File: config.mk
export PLATFORM = sky130hd
export DESIGN_NAME = t0_bus_decoder
export DESIGN_NICKNAME = d
export VERILOG_FILES = /design/src/rtl/t0_pkg.sv /design/src/rtl/t0_popcount.sv /design/src/rtl/t0_bus_decoder.sv
export SDC_FILE = /design/constraint.sdc
export NUM_CORES = 1
export LEC_CHECK = 0
export ABC_AREA = 1
export CORE_UTILIZATION = 40
export CTS_BUF_LIST = sky130_fd_sc_hd__clkbuf_8
export CTS_CLUSTER_DIAMETER = 80
export CTS_CLUSTER_SIZE = 30
export DETAILED_ROUTE_END_ITERATION = 6
export GPL_TIMING_DRIVEN = 0
export PLACE_DENSITY = 0.74
export SYNTH_ARGS = -nofsm -noshare
export SYNTH_HDL_FRONTEND = slang
export SYNTH_SLANG_ARGS = --single-unit
File: constraint.sdc
create_clock -name ck -period 4.02 [get_ports ck]
set_input_delay 0.402 -clock ck [delete_from_list [all_inputs] [get_ports ck]]
set_output_delay 0.402 -clock ck [all_outputs]
set_load 0.01 [all_outputs]
File: src/rtl/t0_pkg.sv
// t0_pkg: shared constants, FSM state type and saturating-add helper for the T0 bus decoder
package t0_pkg;
  localparam int T0_N = 8;
  localparam int T0_STRIDE = 1;
  localparam int T0_CNT_W = 16;
  typedef enum logic {IDLE, TRACK} t0_state_t;
  function automatic logic [31:0] sat_add(input logic [31:0] a, input logic [31:0] b, input int w);
    logic [32:0] s;
    logic [32:0] m;
    s = {1'b0, a} + {1'b0, b};
    m = (33'd1 << w) - 33'd1;
    return (s > m) ? m[31:0] : s[31:0];
  endfunction
endpackage

File: src/rtl/t0_popcount.sv
// t0_popcount: combinational count of ones; din W-bit vector in, cnt number of set bits out
module t0_popcount #(
  parameter int W = 9,
  parameter int CW = $clog2(W + 1)
) (
  input  logic [W-1:0]  din,
  input  logic          unused_tie,
  output logic [CW-1:0] cnt
);
  always_comb begin
    cnt = '0;
    for (int i = 0; i < W; i++) cnt = cnt + CW'(din[i]);
  end
endmodule

File: src/rtl/t0_bus_decoder.sv
// t0_bus_decoder: rebuilds the address stream from a T0-encoded bus and measures its switching activity
// ports: ck clock, rst async active-low reset, bus_in/inc_in/valid_in encoded word, clr counter/err clear,
//        addr_out/valid_out decoded word, toggles bus transitions, inc_words INC-coded words, err sticky protocol error
module t0_bus_decoder
  import t0_pkg::*;
#(
  parameter int N = T0_N,
  parameter int STRIDE = T0_STRIDE,
  parameter int CNT_W = T0_CNT_W
) (
  input  logic             ck,
  input  logic             rst,
  input  logic [N-1:0]     bus_in,
  input  logic             inc_in,
  input  logic             valid_in,
  input  logic             clr,
  output logic [N-1:0]     addr_out,
  output logic             valid_out,
  output logic [CNT_W-1:0] toggles,
  output logic [CNT_W-1:0] inc_words,
  output logic             err
);
  localparam int PW = $clog2(N + 2);
  t0_state_t state;
  logic [N:0] prev_bus;
  logic [N:0] cur;
  logic [PW-1:0] delta;
  logic [N-1:0] nxt;
  assign cur = {inc_in, bus_in};
  // with no reference yet, an INC word decodes as if the previous address were zero
  assign nxt = !inc_in ? bus_in : (state == IDLE) ? N'(STRIDE) : addr_out + N'(STRIDE);
  t0_popcount #(.W(N + 1), .CW(PW)) u_pop (.din(cur ^ prev_bus), .unused_tie(1'b0), .cnt(delta));
  always_ff @(posedge ck or negedge rst) begin
    if (!rst) begin
      addr_out <= '0;
      valid_out <= 1'b0;
      toggles <= '0;
      inc_words <= '0;
      err <= 1'b0;
      state <= IDLE;
      prev_bus <= '0;
    end else begin
      valid_out <= valid_in;
      if (valid_in) begin
        addr_out <= nxt;
        state <= TRACK;
        prev_bus <= cur;
      end
      // clear beats a same-cycle word's statistics, but not its decoding
      if (clr) begin
        toggles <= '0;
        inc_words <= '0;
        err <= 1'b0;
      end else if (valid_in) begin
        toggles <= CNT_W'(sat_add(32'(toggles), 32'(delta), CNT_W));
        inc_words <= CNT_W'(sat_add(32'(inc_words), {31'd0, inc_in}, CNT_W));
        if (inc_in && state == IDLE) err <= 1'b1;
      end
    end
  end
endmodule

==> impl_metrics.env <==
export IMPL_cts_buffer_depth=2
export IMPL_h_tree_depth=2
export IMPL_first_pass_iters=4
export IMPL_dieArea_um2=9010
export IMPL_intPower_mw=1.21
export IMPL_cts_root_buf="clkbuf_8"
export IMPL_yosysSeqAreaShare=0.377
export IMPL_worstPathMaxFanout=5
export IMPL_swShare=0.374
export IMPL_finalClockSkew_ps=8.19
export IMPL_max_freq_mhz=228
export IMPL_hpwl_um=6350
export IMPL_dp_cells=623
export IMPL_nFillCells=780
export IMPL_vias=3303
export IMPL_wl_per_cell_um=13.6
export IMPL_power_frac_seq=0.310
export IMPL_worstPathRequired_ps=4230
export IMPL_r2r_slack_ps=-360
export IMPL_startpoint_type="register"
export IMPL_synth_distinct_cells=38
export IMPL_grt_max_degree=28
export IMPL_crit_chain="xor2_2 > ha_1 > fa_1 > inv_2 > fa_1 > fa_1 > inv_1 > ha_2 > fa_2 > xnor2_2 > ha_4 > buf_6 > or2_4 > nand3_2 > nand2_4 > xor2_1 > nand2_1 > nand2_1 > nand2_1"
export IMPL_gr_usage_all_layers=0.210
export IMPL_min_period_over_period=1.09
export IMPL_netlist_top_cells_area="dfrtp_1 (38%), nand2_1 (19%), inv_1 (5.3%), ha_1 (5.1%), nand3_1 (4.6%)"
export IMPL_via_per_inst=5.12
export IMPL_io_pins=55
export IMPL_slew_violations=0
export IMPL_grt_pass1_vias=3231
export IMPL_hold_buffers=0
export IMPL_netSwitchingPower_uw=725
export IMPL_numClockSinks=52
export IMPL_diodes=0
export IMPL_fp_row_count=33
export IMPL_synth_edf_count=0
export IMPL_port_buffers=54
export IMPL_ir_worst_vdd_mv=0.246
export IMPL_pwr_density_cell_nw_per_um2=434
export IMPL_r2r_start="prev_bus[1]$_DFFE_PN0P_"
export IMPL_netlist_area_um2=3450
export IMPL_drc=0
export IMPL_finalSetupViolations=16
export IMPL_yosysWarnings=0
export IMPL_r2r_end="toggles[5]$_DFFE_PN0P_"
export IMPL_start_util=0.416
export IMPL_p_clk_frac=0.161
export IMPL_setup_tns_final_ps=-5310
export IMPL_gp_congestion=0.851
export IMPL_drive_gt1_frac=0.143
export IMPL_synth_seq_cells=52
export IMPL_synth_top_area_frac=0.377
export IMPL_end_kind="register"
export IMPL_worstRegToRegCells=19
export IMPL_ys_async_sr_fraction=1.00
export IMPL_finalHoldViolations=0
export IMPL_cap_violations=0
export IMPL_whs_ps=97.4
export IMPL_post_place_ws_ps=-1010
export IMPL_cts_buffers=5
export IMPL_path_clk_slew_ps=100
export IMPL_timing_slew_headroom=0.575
export IMPL_grt_ovfl_total=0
export IMPL_synth_commonest_cells="nand2_1 (176), dfrtp_1 (52), inv_1 (49)"
export IMPL_worstMarginPinSlew_ps=638
export IMPL_antenna_found_initial=0
export IMPL_rsz0062_at_grt="true"
export IMPL_grt_pass1_wl_um=14900
export IMPL_multiInputGateArea_um2=2020
export IMPL_synth_cells=463
export IMPL_yosysTopAreaCell="dfrtp_1"
export IMPL_syn_to_final_growth_pct=29.2
export IMPL_critPathSlowestCell="fa_1"
export IMPL_min_path_type="in2async"
export IMPL_comb_power_share=0.529
export IMPL_wl_um=8800
export IMPL_critPathKind="reg2reg"
export IMPL_cts_tree="done"
export IMPL_synth_nets=496
export IMPL_ys_flop_type="dfrtp_1"
export IMPL_fin_cells=645
export IMPL_slowest_delay_ps=500
export IMPL_fin_nets=572
export IMPL_min_period_ps=4380
export IMPL_ant_nets=0
export IMPL_status="complete, but fails checks"
export IMPL_yosysMostFrequentCell="nand2_1"
export IMPL_drtIter0Drc=140
export IMPL_violations="negative setup slack"
export IMPL_avgSynthCellArea_um2=7.46
export IMPL_arrival_ps=4590
export IMPL_core_area_um2=8300
export IMPL_insertion_delay_ps=310
export IMPL_ff_latch_area_um2=1300
export IMPL_setup_slack_ps=-364
export IMPL_die_h_um=94.9
export IMPL_p_leak_nw=2.22
export IMPL_die_w_um=94.9
worst max-delay path by stage:
stage / end / slack [ps] / depth (start not counted) / from
2_1_floorplan: toggles[13]$_DFFE_PN0P_ / -220 / 20 / bus_in[1]
3_3_place_gp: toggles[0]$_DFFE_PN0P_ / -900 / 21 / bus_in[1]
3_5_place_dp: toggles[14]$_DFFE_PN0P_ / -1010 / 21 / bus_in[1]
4_1_cts: toggles[5]$_DFFE_PN0P_ / -430 / 19 / prev_bus[0]$_DFFE_PN0P_
5_1_grt: toggles[13]$_DFFE_PN0P_ / -580 / 21 / prev_bus[1]$_DFFE_PN0P_
6_report: toggles[5]$_DFFE_PN0P_ / -360 / 19 / prev_bus[1]$_DFFE_PN0P_
repair_timing:
action,CTS,global route
gates cloned,1,0
pin swaps,26,10
gates resized for setup,27,7
setup endpoints to repair,16,16
buffers inserted,12,1
sequential cells by signal, summed over array words and instances (netlist names):
name and count:
state 1, valid_out 1, addr_out 8, prev_bus 9, toggles 16, err 1
inc_words 16
cell usage in the layout (no fill, tap or decap), drive strengths merged, types with 2 or more instances in the layout:
master / instances
a21oi: 12
a22oi: 3
buf: 23
clkbuf: 9
clkdlybuf4s50: 51
clkinv: 2
dfrtp: 52
dlygate4sd2: 2
fa: 6
ha: 14
inv: 50
nand2: 183
nand3: 33
nand3b: 2
nand4: 5
nor2: 32
nor3: 5
o21ai: 28
xnor2: 8
xor2: 11
stage by stage:
step	total power [mW]	util	area (um^2)
4_1_cts	1.89	0.534	4430
2_1_floorplan	1.09	-	3460
3_3_place_gp	1.26	0.498	4140
3_5_place_dp	1.30	0.500	4150
5_1_grt	2.07	0.537	4460
6_report	1.94	0.537	4460
worst max-delay path: cells and delay by family, from the launching register on:
kind / cells / cell delay [ps]
fa+ha+maj: 7 / 2570
flops: 1 / 420
buf+inv: 3 / 210
simple gates: 6 / 540
xor+xnor: 3 / 530
cell type report:
cell class,count,area share
plain buffers,11,0.0137
multi-input cells,350,0.452
clock buffers,5,0.0154
clock inverters,3,0.00449
inverters,50,0.0421
repair buffers,69,0.151
well taps,105,0.0295
flip-flops and latches,52,0.292
power by group through the flow:
stage	combinational [mW]	clock, mW	sequential [mW]
2_1_floorplan	0.480	0	0.612
3_3_place_gp	0.649	0	0.607
3_5_place_dp	0.689	0	0.607
4_1_cts	0.973	0.320	0.600
5_1_grt	1.13	0.337	0.606
6_report	1.03	0.312	0.601
layer usage:
metal	vias to the layer above	global-route usage	wire length (um)
met4	0	0.0455	73
li1	1610	-	-
met5	-	0	0
met1	1573	0.271	3850
met2	111	0.368	4400
met3	9	0.0354	472
logic make-up (layout without fill, tap and decap cells):
family | count (synthesis) | in the layout | synth area share
AOI/OAI and AO/OA | 49 | 49 | 0.0816
xor gates and xnor gates | 19 | 19 | 0.0482
adders and majority gates | 20 | 20 | 0.0855
buffers and inverters | 61 | 138 | 0.0721
DFF | 52 | 52 | 0.377
and+or+nand+nor | 262 | 262 | 0.336
Power figures use the tool's default switching activity.
